`config.mk`:
```
export PLATFORM = sky130hd
export DESIGN_NAME = dcache_responder_flat
export DESIGN_NICKNAME = d
export VERILOG_FILES = /design/src/rtl/dcache_responder_if.sv /design/src/rtl/dcache_responder.sv /design/src/flat_wrapper.sv
export SDC_FILE = /design/constraint.sdc
export NUM_CORES = 1
export LEC_CHECK = 0
export ABC_AREA = 1
export BUFFER_PORTS_ARGS = -buffer_cell sky130_fd_sc_hd__buf_2
export CORE_UTILIZATION = 35
export CTS_BUF_LIST = sky130_fd_sc_hd__clkbuf_4
export DETAILED_ROUTE_END_ITERATION = 16
export PLACE_DENSITY = 0.59
export RECOVER_POWER = 100
export SLEW_MARGIN = 15
export SYNTH_ARGS = -nofsm -noshare
export SYNTH_HDL_FRONTEND = slang
export SYNTH_SLANG_ARGS = --single-unit
```
`constraint.sdc`:
```
create_clock -name clk -period 4.3 [get_ports clk]
set_input_delay 0.43 -clock clk [delete_from_list [all_inputs] [get_ports clk]]
set_output_delay 0.43 -clock clk [all_outputs]
set_load 0.01 [all_outputs]
```
`src/rtl/dcache_responder_if.sv`:
```
// dcache_responder_if: core request/hit bus plus single-word memory handshake
//   req_*      core access (valid, store, byte, address, store data)
//   hit/rdata  completion and load data back to the core
//   mem_*      request/ack handshake to main memory (writeback or fill)
interface dcache_responder_if;
   logic        req_valid;
   logic        req_we;
   logic        req_byte;
   logic [31:0] req_addr;
   logic [31:0] req_wdata;
   logic        hit;
   logic [31:0] rdata;
   logic        mem_req;
   logic        mem_we;
   logic [31:0] mem_addr;
   logic [31:0] mem_wdata;
   logic [31:0] mem_rdata;
   logic        mem_ack;
   modport master (
      output req_valid, req_we, req_byte, req_addr, req_wdata, mem_rdata, mem_ack,
      input  hit, rdata, mem_req, mem_we, mem_addr, mem_wdata
   );
   modport slave (
      input  req_valid, req_we, req_byte, req_addr, req_wdata, mem_rdata, mem_ack,
      output hit, rdata, mem_req, mem_we, mem_addr, mem_wdata
   );
endinterface

```
`src/rtl/dcache_responder.sv`:
```
// dcache_responder: direct-mapped write-back write-allocate data cache, one word per line
//   clk, rst_b  clock and asynchronous active-low reset
//   bus         slave side of the core request bus and memory handshake
//   hit_cnt     accesses that hit on first try; miss_cnt misses detected
module dcache_responder #(
   parameter int IDX_W = 4
) (
   input  logic                clk,
   input  logic                rst_b,
   dcache_responder_if.slave   bus,
   output logic [31:0]         hit_cnt,
   output logic [31:0]         miss_cnt
);
   localparam int TAG_W = 30 - IDX_W;
   localparam int LINES = 2**IDX_W;
   typedef enum logic [1:0] {IDLE, WB, FILL, RESUME} state_t;
   state_t             state, state_nxt;
   logic [31:0]        data [LINES];
   logic [TAG_W-1:0]   tags [LINES];
   logic [LINES-1:0]   valid, dirty;
   logic [IDX_W-1:0]   idx, miss_idx;
   logic [TAG_W-1:0]   tag, miss_tag;
   logic [1:0]         off;
   logic [31:0]        line, merged;
   logic [7:0]         lane;
   logic               hit, miss, retry;
   logic               mem_req, mem_we;
   logic [31:0]        mem_addr, mem_wdata;
   assign idx = bus.req_addr[IDX_W+1:2];
   assign tag = bus.req_addr[31:IDX_W+2];
   assign off = bus.req_addr[1:0];
   assign line = data[idx];
   assign bus.hit = hit;
   assign bus.mem_req = mem_req;
   assign bus.mem_we = mem_we;
   assign bus.mem_addr = mem_addr;
   assign bus.mem_wdata = mem_wdata;
   always_ff @(posedge clk or negedge rst_b)
      if (!rst_b) state <= IDLE;
      else state <= state_nxt;
   always_comb begin
      state_nxt = state;
      case (state)
         IDLE:    state_nxt = miss ? ((valid[idx] && dirty[idx]) ? WB : FILL) : IDLE;
         WB:      state_nxt = bus.mem_ack ? FILL : WB;
         FILL:    state_nxt = bus.mem_ack ? RESUME : FILL;
         default: state_nxt = IDLE;
      endcase
   end
   always_comb begin
      hit = state == IDLE && bus.req_valid && valid[idx] && tags[idx] == tag;
      miss = state == IDLE && bus.req_valid && !hit;
      lane = line[{off, 3'b000} +: 8];
      bus.rdata = !hit ? 32'h0 : bus.req_byte ? {24'h0, lane} : line;
      merged = bus.req_wdata;
      if (bus.req_byte) begin
         merged = line;
         merged[{off, 3'b000} +: 8] = bus.req_wdata[7:0];
      end
   end
   // retry marks the first IDLE cycle after a fill, whose hit is not a first-try hit
   always_ff @(posedge clk or negedge rst_b)
      if (!rst_b) begin
         valid <= '0;
         dirty <= '0;
         mem_req <= 1'b0;
         mem_we <= 1'b0;
         mem_addr <= '0;
         mem_wdata <= '0;
         miss_idx <= '0;
         miss_tag <= '0;
         retry <= 1'b0;
         hit_cnt <= '0;
         miss_cnt <= '0;
      end else begin
         retry <= state == RESUME;
         if (hit && !retry) hit_cnt <= hit_cnt + 32'd1;
         if (hit && bus.req_we) dirty[idx] <= 1'b1;
         case (state)
            IDLE: if (miss) begin
               miss_idx <= idx;
               miss_tag <= tag;
               miss_cnt <= miss_cnt + 32'd1;
               mem_req <= 1'b1;
               if (valid[idx] && dirty[idx]) begin
                  mem_we <= 1'b1;
                  mem_addr <= {tags[idx], idx, 2'b00};
                  mem_wdata <= line;
               end else begin
                  mem_we <= 1'b0;
                  mem_addr <= {tag, idx, 2'b00};
               end
            end
            WB: if (bus.mem_ack) begin
               dirty[miss_idx] <= 1'b0;
               mem_we <= 1'b0;
               mem_addr <= {miss_tag, miss_idx, 2'b00};
            end
            FILL: if (bus.mem_ack) begin
               valid[miss_idx] <= 1'b1;
               dirty[miss_idx] <= 1'b0;
               mem_req <= 1'b0;
            end
            default: ;
         endcase
      end
   always_ff @(posedge clk) begin
      if (hit && bus.req_we) data[idx] <= merged;
      if (state == FILL && bus.mem_ack) begin
         data[miss_idx] <= bus.mem_rdata;
         tags[miss_idx] <= miss_tag;
      end
   end
endmodule

```
`src/flat_wrapper.sv`:
```
// flat-port wrapper written by rule: the top's interface ports become plain ports
module dcache_responder_flat 
#(
   parameter int IDX_W = 4
)
  (clk, rst_b, hit_cnt, miss_cnt, bus_req_valid, bus_req_we, bus_req_byte, bus_req_addr, bus_req_wdata, bus_mem_rdata, bus_mem_ack, bus_hit, bus_rdata, bus_mem_req, bus_mem_we, bus_mem_addr, bus_mem_wdata);
  dcache_responder_if bus_i ();
  input  logic clk;
  input  logic rst_b;
  output logic [31:0] hit_cnt;
  output logic [31:0] miss_cnt;
  input wire logic [$bits(bus_i.req_valid)-1:0] bus_req_valid;
  input wire logic [$bits(bus_i.req_we)-1:0] bus_req_we;
  input wire logic [$bits(bus_i.req_byte)-1:0] bus_req_byte;
  input wire logic [$bits(bus_i.req_addr)-1:0] bus_req_addr;
  input wire logic [$bits(bus_i.req_wdata)-1:0] bus_req_wdata;
  input wire logic [$bits(bus_i.mem_rdata)-1:0] bus_mem_rdata;
  input wire logic [$bits(bus_i.mem_ack)-1:0] bus_mem_ack;
  output wire logic [$bits(bus_i.hit)-1:0] bus_hit;
  output wire logic [$bits(bus_i.rdata)-1:0] bus_rdata;
  output wire logic [$bits(bus_i.mem_req)-1:0] bus_mem_req;
  output wire logic [$bits(bus_i.mem_we)-1:0] bus_mem_we;
  output wire logic [$bits(bus_i.mem_addr)-1:0] bus_mem_addr;
  output wire logic [$bits(bus_i.mem_wdata)-1:0] bus_mem_wdata;
  assign bus_i.req_valid = bus_req_valid;
  assign bus_i.req_we = bus_req_we;
  assign bus_i.req_byte = bus_req_byte;
  assign bus_i.req_addr = bus_req_addr;
  assign bus_i.req_wdata = bus_req_wdata;
  assign bus_i.mem_rdata = bus_mem_rdata;
  assign bus_i.mem_ack = bus_mem_ack;
  assign bus_hit = bus_i.hit;
  assign bus_rdata = bus_i.rdata;
  assign bus_mem_req = bus_i.mem_req;
  assign bus_mem_we = bus_i.mem_we;
  assign bus_mem_addr = bus_i.mem_addr;
  assign bus_mem_wdata = bus_i.mem_wdata;
  dcache_responder #(.IDX_W(IDX_W)) u_core (.clk(clk), .rst_b(rst_b), .bus(bus_i), .hit_cnt(hit_cnt), .miss_cnt(miss_cnt));
endmodule
```
# Yosys cells after proc, flatten, opt, wreduce, memory -nomap -nowiden
# Memories as Yosys holds them, arrays and structs flattened.
# Cells that the tools add are included.
# classes
addsub,3
order_cmp,4
n_eq_ne,7
n_shift,3
muxes,37
n_bitwise,4
n_reduce_logical,22
# ops
cell,n
$mux 32,7
$add 32x1->32 const B,2
$pmux 32 s2,1
$mux 16,3
$bwmux 32,1
$or 16x16->16,2
$reduce_or 32->1,1
$shift 8x7->32 const A,1
$shiftx 32x6->8,1
$shiftx 8x7->32,1
$eq 26x26->1,1
$and 16x16->16,1
$not 16->16,1
$mux 1,14
$logic_and 1x1->1,10
$lt 4x5->1 const B,2
$reduce_and 3->1,3
$bmux 1 s4,2
$demux 1 s4,2
$ge 4x1->1 const B,2
$neg 5->7,1
$mux 2,3
$pmux 2 s3,1
$eq 2x2->1 const B,2
other kinds (10),15
# word_totals
regBits,195
ram_bits,928
in_bits,102
elab_cells,94
n_memories,2
# mem_list
name,depth,width,read_ports,rd_ports_with_merged_regs,write_ports,line_no,rtl
u_core.data,16,32,1,0,1,dcache_responder.sv:18,logic [31:0] data [LINES];
u_core.tags,16,26,1,0,1,dcache_responder.sv:19,logic [TAG_W-1:0] tags [LINES];

# Depth between registers and ports, before layout
# Gate-level depths: netlist of the first run.
# logic_depth
depth_word,9
ltp_mapped,24
ltp_nobuf,20

# Worst setup path after synthesis of the first run
# No wires, ideal clock.
# synth_path
path_kind,input-to-reg
from,input bus_req_addr[2]
to,memory u_core.data[12][0] (enable)
setup_time_ns,0.432
arrival_ns,3.942
required_ns,3.868
slack_ns,-0.074
stages,19
n_path_buf,4
path_cell_list,buf_4 -> inv_2 -> buf_4 -> buf_2 -> nand2_1 -> nand2_1 -> nand2_1 -> nand3_1 -> nand2_1 -> nand2_1 -> nor2_1 -> nand2_1 -> nand2_1 -> nor2_1 -> nand3_1 -> nor2_4 -> nand3_1 -> clkbuf_1 -> a21oi_1
# synth_between
elab_chain_len,8
# synth_rtl
item,line_no,rtl
"start, declared",flat_wrapper.sv:15,input wire logic [$bits(bus_i.req_addr)-1:0] bus_req_addr;
"parallel branches: the longest is 8 deep, another holds $mem_v2 16x26",-,
"end, declared",dcache_responder.sv:18,
# Parallel ways; which one is timed is not known. The select of a mux whose other input is x is not followed.

# Worst setup path in the final report of the first run
# layout_path
from,input bus_req_addr[4]
to,memory u_core.data[13][0] (enable)
# The elaborated chain is that of the path after synthesis.

==> flow_metrics.tcl, run 1 <==
set metrics [dict create \
    grt_pass1_wl_um 229000 \
    start_util_pct 35.4 \
    synth_edf_count 928 \
    maxCapViolations 18 \
    grt_use_met2_pct 34.3 \
    setup_viol 0 \
    clk_pin_slew_ns 0.07 \
    period_minus_slack_ns 4.20 \
    met3_usage_pct 4.35 \
    yosys-top-cells-area "edfxtp_1 58%, nand2_1 13%, dfrtp_1 10%, nand3_1 3.8%, o21ai_0 2.2%" \
    avgSynthCellArea_um2 10.5 \
    insertion_delay_ns 1.20 \
    place_hpwl_um 90800 \
    std_cell_rows 135 \
    ys_ff_latch 1121 \
    synth_top_area_cell "edfxtp_1" \
    wl_um 154000 \
    min_period_over_period_pct 97.6 \
    worst_slew_pin_slew_ns 3.08 \
    grt-ovfl-total 0 \
    area_growth_pct 17.9 \
    drt_first_pass_iters 5 \
    whs_ns 0.157 \
    yosys_warnings 0 \
    die_y_um 373 \
    ctsRootBufferMaster "clkbuf_4" \
    grt_max_degree 129 \
    cp.buffers_inverters 6 \
    final_cells 7162 \
    peakVddDrop_mv 0.308 \
    grt.met1_usage_pct 29.6 \
    dpl.cell_count 6531 \
    htree_levels 5 \
    post-route-util_pct 41.7 \
    critPathTopFamily "buffers and inverters" \
    clock_skew_ns 0.100 \
    timing.max_slew.rel_slack_pct -105 \
    grt_use_total_pct 21.7 \
    cts_buffer_depth 4 \
    syn_area_mm2 0.0481 \
    min_path_type "in -> reg" \
    cts_buffers 308 \
    pin_count 265 \
    crit_top_cell "nand2_1" \
    async_reset_ff_share_pct 17.2 \
    final_antenna_net_count 0 \
    critPathRequiredTime_ns 5.09 \
    wire_per_inst_um 21.4 \
    final_cell_mix "1,657 x nand2_1, 928 x edfxtp_1, 465 x clkbuf_4" \
    leakage_nw 22.1 \
    ys_types 37 \
    layout.nets 5292 \
    violations "capacitance limit, slew limit" \
    status "finished with violations" \
    cts_tree "built" \
    tns_ns 0 \
    worstSetupStartpointType "input pin" \
    rsz0062_at_grt "yes" \
    io_buffer_count 262 \
    die_w_um 373 \
    cpMaxStageDelayCell "a21oi_1" \
    finalPower_w 0.0290 \
    arrival_ns 4.98 \
    max_freq_mhz 238 \
    vias 37200 \
    clock-sinks 1121 \
    drv_slew 489 \
    crit_fanout 17 \
    max_stage_delay_ns 0.71 \
    drcViolationCount 0 \
    seq_area_frac_synth_pct 67.9 \
    drive_above_1_share_pct 14.9 \
    grt.busiest_layer "met2" \
    yosysTopAreaCellShare_pct 57.9 \
    antenna_found_initial 8 \
    p_per_area_mw_per_mm2 510 \
    fp.coreArea_mm2 0.136 \
    yosys_most_used_dff "edfxtp_1" \
    crit_type "in -> reg" \
    cp-end-kind "register" \
    grt_pass1_vias 36000 \
    die-area_mm2 0.139 \
    syn_inst 4577 \
    via_per_inst 5.19 \
    finalHoldViolCount 0 \
    layout_commonest_cell "nand2_1" \
    gp_congestion 0.947 \
    crit_chain "dlygate4sd3_1 > buf_2 > nand2_1 > clkinv_2 > buf_12 > nand2_1 > nand2_1 > nor2_1 > nand2_1 > nand2_1 > nand2_1 > nor2_1 > nand2_1 > nor2_1 > nand3_1 > clkbuf_2 > a21oi_1 > clkbuf_2" \
    drt_iter0_markers 3778 \
]
cell usage after synthesis, types with 3 or more instances:
library cell / number
nand2_1: 1661
edfxtp_1: 928
nand3_1: 367
nor2_1: 258
o21ai_0: 213
dfrtp_1: 193
inv_1: 155
clkbuf_1: 130
a22oi_1: 129
a21oi_1: 111
nand4_1: 89
buf_2: 69
nor3_1: 42
a31oi_1: 35
xnor2_1: 23
buf_4: 20
buf_1: 18
nor4_1: 16
o21ai_1: 16
xor2_1: 16
o22ai_1: 15
nand3b_1: 12
ha_1: 11
or2_2: 10
or4_1: 8
inv_2: 5
nor2_2: 5
nand2_2: 4
nor2_4: 4
and2_1: 3
clkinv_1: 3
worst min-delay path, delay by kind of cell:
kind                   cells  cell delay [ns]
buffers and inverters      3             0.73
AO/OA/AOI/OAI              1             0.08
area by class of cell:
class | count | area, um^2
antenna | 8 | 20.0
clock buffer | 456 | 3420
tap | 1781 | 2230
timing repair buffer | 530 | 3520
sequential | 1121 | 32700
multi-input combinational | 3055 | 13900
inverter | 163 | 619
fill | 13200 | 79200
clock inverter | 48 | 299
sequential cells by signal, summed over array words and instances (netlist names):
name and flops:
u_core.data 512, u_core.tags 416, u_core.bus.mem_wdata 32, u_core.hit_cnt 32, u_core.miss_cnt 32, u_core.bus.mem_addr 30, u_core.miss_tag 26, u_core.dirty 16
u_core.valid 16, u_core.miss_idx 4, u_core.state 2, u_core.bus.mem_req 1, u_core.bus.mem_we 1, u_core.retry 1
logic make-up (layout without fill, tap and decap cells):
family          count (synthesis)  after routing  synth area share, %
compound gates                522            522                 6.25
fa+ha+maj                      11             11                0.286
other cells                     1             10              0.00779
flops                        1121           1121                 67.9
xor+xnor                       39             39                0.710
simple gates                 2481           2481                 21.3
buf+inv                       402           1197                 3.50
path summary, 6_finish.rpt:
check / startpoint / endpoint / slack (ns) / cells after the start
worst max-delay path: bus_req_addr[4] / u_core.data[13][0] / 0.10 / 18
worst min-delay path: bus_req_addr[12] / u_core.miss_tag[6] / 0.16 / 4
worst max register to register: u_core.state[0] / u_core.tags[8][20] / 0.14 / 5
worst min register to register: u_core.valid[15] / u_core.valid[15] / 0.47 / 2
max in group asynchronous: rst_b / u_core.miss_tag[7] / 0.50 / 4
min in group asynchronous: rst_b / u_core.valid[10] / 1.47 / 4
power by group:
part	total (W)	internal, W	switching [W]	leakage, nW
clock	0.00941	0.00504	0.00436	2.26
combinational	0.00490	0.00138	0.00352	9.01
sequential	0.0147	0.0137	0.000939	10.9
routing by layer:
layer,share of wire [%],vias up
li1,-,17200
met5,0.026,-
met1,43,18000
met4,2.6,6
met2,46,1685
met3,8.4,299
per-stage QoR:
| step | cell area [um^2] | setup WS [ns] |
|---|---|---|
| after global placement | 52600 | 0.387 |
| after detailed placement | 52600 | 0.375 |
| after CTS | 57500 | 0.00313 |
| after global routing | 56800 | -0.0327 |
| after floorplan | 48100 | -0.0738 |
| final | 56800 | 0.103 |
timing repair:
| item | 4_1_cts | 5_1_grt |
|---|---|---|
| resized for setup | 7 | 26 |
| pin swaps | 1 | 8 |
| setup endpoints to repair | 27 | 32 |
| setup buffers | 2 | 3 |
| hold endpoints to repair | 823 | 0 |
| hold buffers | 114 | 0 |
(Power assumes the default switching activity.)
==> run 2: changes to the inputs <==
--- a/config.mk
+++ b/config.mk
@@ -6,7 +6,9 @@
 export NUM_CORES = 1
 export LEC_CHECK = 0
 export ABC_AREA = 1
+export ABC_CLOCK_PERIOD_IN_PS = 4300
 export BUFFER_PORTS_ARGS = -buffer_cell sky130_fd_sc_hd__buf_2
+export CORE_MARGIN = 2
 export CORE_UTILIZATION = 35
 export CTS_BUF_LIST = sky130_fd_sc_hd__clkbuf_4
 export DETAILED_ROUTE_END_ITERATION = 16
==> run 2 against run 1 <==
  * The run still ends with capacitance limit, slew limit left
  * Worst setup slack better by 0.041 ns
  * Count of clock-buffer cells in the layout grew 17
  * Wire length is 0.65% higher
  * Clock power increased by 1%
  * Via count rose by 1.2%
  * Global-route usage is 0.15 points lower
  * Die area grew 1.1%
  * Core utilization rose by 0.16 points
  * Cell area increased by 1.1%
  * Non-clock buffer count is 53 higher
  * Largest cell class unchanged
==> flow_metrics.tcl, run 2 (synthesis gave the netlist of run 1 again) <==
set metrics [dict create \
    drcViolationCount 0 \
    cts_buffers 312 \
    grt_pass1_vias 36400 \
    peakVddDrop_mv 0.280 \
    via_per_inst 5.19 \
    worstSetupStartpointType "input pin" \
    final_cells 7249 \
    clock-sinks 1121 \
    final_antenna_net_count 0 \
    finalPower_w 0.0292 \
    area_growth_pct 19.2 \
    cts_buffer_depth 4 \
    crit_fanout 25 \
    arrival_ns 3.73 \
    place_hpwl_um 92900 \
    crit_type "in -> out" \
    min_period_over_period_pct 96.7 \
    setup_viol 0 \
    htree_levels 5 \
    leakage_nw 22.5 \
    p_per_area_mw_per_mm2 509 \
    grt-ovfl-total 0 \
    post-route-util_pct 41.9 \
    layout_commonest_cell "nand2_1" \
    maxCapViolations 20 \
    r2r-end "u_core.data[8][19]" \
    clk_pin_slew_ns 0.07 \
    start_util_pct 35.1 \
    worst_slew_pin_slew_ns 3.31 \
    ctsRootBufferMaster "clkbuf_4" \
    min_path_type "in -> reg" \
    grt_use_total_pct 21.6 \
    period_minus_slack_ns 4.16 \
    drive_above_1_share_pct 16.3 \
    fp.coreArea_mm2 0.137 \
    final_cell_mix "1,644 x nand2_1, 928 x edfxtp_1, 475 x clkbuf_4" \
    timing.max_slew.rel_slack_pct -121 \
    die_w_um 375 \
    finalHoldViolCount 0 \
    layout.nets 5349 \
    whs_ns 0.116 \
    insertion_delay_ns 1.25 \
    dpl.cell_count 6596 \
    gp_congestion 0.926 \
    largest_reg_flops 512 \
    drt_first_pass_iters 5 \
    tns_ns 0 \
    die-area_mm2 0.141 \
    wire_per_inst_um 21.3 \
    largest-register "u_core.data" \
    grt_max_degree 129 \
    critPathRequiredTime_ns 3.87 \
    status "finished with violations" \
    hold_start "bus_req_addr[28]" \
    cts_tree "built" \
    hold-path-endpoint "u_core.miss_tag[22]" \
    die_y_um 375 \
    violations "capacitance limit, slew limit" \
    cp-end-kind "output pin" \
    drt_iter0_markers 4028 \
    wl_um 155000 \
    io_buffer_count 262 \
    r2r_start "u_core.state[0]" \
    pin_count 265 \
    clock_skew_ns 0.126 \
    std_cell_rows 136 \
    vias 37600 \
    rrSetupSlack_ns 0.19 \
    drv_slew 515 \
    holdPathStages 4 \
    antenna_found_initial 8 \
    grt_pass1_wl_um 229000 \
    reg2reg_depth 8 \
    max_freq_mhz 241 \
    largest_registers "u_core.data (512), u_core.tags (416)" \
]
run 2: changes by cell type in the layout (fill, tap and decap cells not counted), moves of 7 or more:
| cell | delta |
|---|---|
| clkbuf_4 | +10 |
| clkbuf_2 | +36 |
| nand2_2 | +12 |
| buf_12 | +9 |
| dlygate4sd3_1 | -7 |
| buf_2 | -23 |
| nand2_1 | -13 |
| buf_4 | +39 |
run 2: stage by stage:
stage	setup WS, ns	instance area, um^2
floorplan	-0.0738	48100
global placement	0.282	53200
detailed placement	0.339	53200
CTS	0.00885	58200
global route	-0.0521	57400
finish	0.144	57400
run 2: worst max-delay path: stages:
cell and delay [ns]:
dlygate4sd3_1 0.53, buf_2 0.21, nor2_4 0.40, buf_12 0.25
buf_4 0.47, inv_1 0.43, a31oi_1 0.27, or4_1 0.32
a21oi_1 0.14, nor2_1 0.10, clkbuf_2 0.14
run 2: how the worst max path moves through the flow:
stage,startpoint,end
4_1_cts,u_core.tags[3][22],bus_rdata[20]
2_1_floorplan,bus_req_addr[2],u_core.data[12][0]
5_1_grt,u_core.tags[5][15],bus_rdata[15]
3_3_place_gp,bus_req_addr[3],bus_rdata[20]
6_report,bus_req_addr[4],bus_rdata[0]
3_5_place_dp,bus_req_addr[3],bus_rdata[20]
run 2: layer usage:
metal	up-vias	GRT usage, %	share of wire (%)
met1	18300	29.0	43
met2	1703	34.7	47
met4	4	7.32	2.6
met3	294	4.69	8.0
li1	17400	-	-
met5	-	0	0.017
run 2: power by group:
part           switching (W)  internal (W)
sequential          0.000977        0.0137
clock                0.00441       0.00509
combinational        0.00356       0.00145
run 2: final cells by class:
| class | instances | area, um^2 |
|---|---|---|
| fillers | 13300 | 79600 |
| flip-flops and latches | 1121 | 32700 |
| multi-input cells | 3055 | 14000 |
| repair buffers | 583 | 4020 |
| clock buffers | 473 | 3550 |
| well taps | 1794 | 2240 |
| inverters | 163 | 614 |
| clock inverters | 49 | 249 |
| diodes | 11 | 27.5 |
run 2: what timing repair did:
item | in CTS | in global routing
cloned | 0 | 2
endpoints found under the hold margin | 803 | 0
endpoints found under the setup margin | 32 | 31
pin swaps | 2 | 16
gates resized for setup | 9 | 51
hold buffers | 108 | 0
buffers inserted | 3 | 7
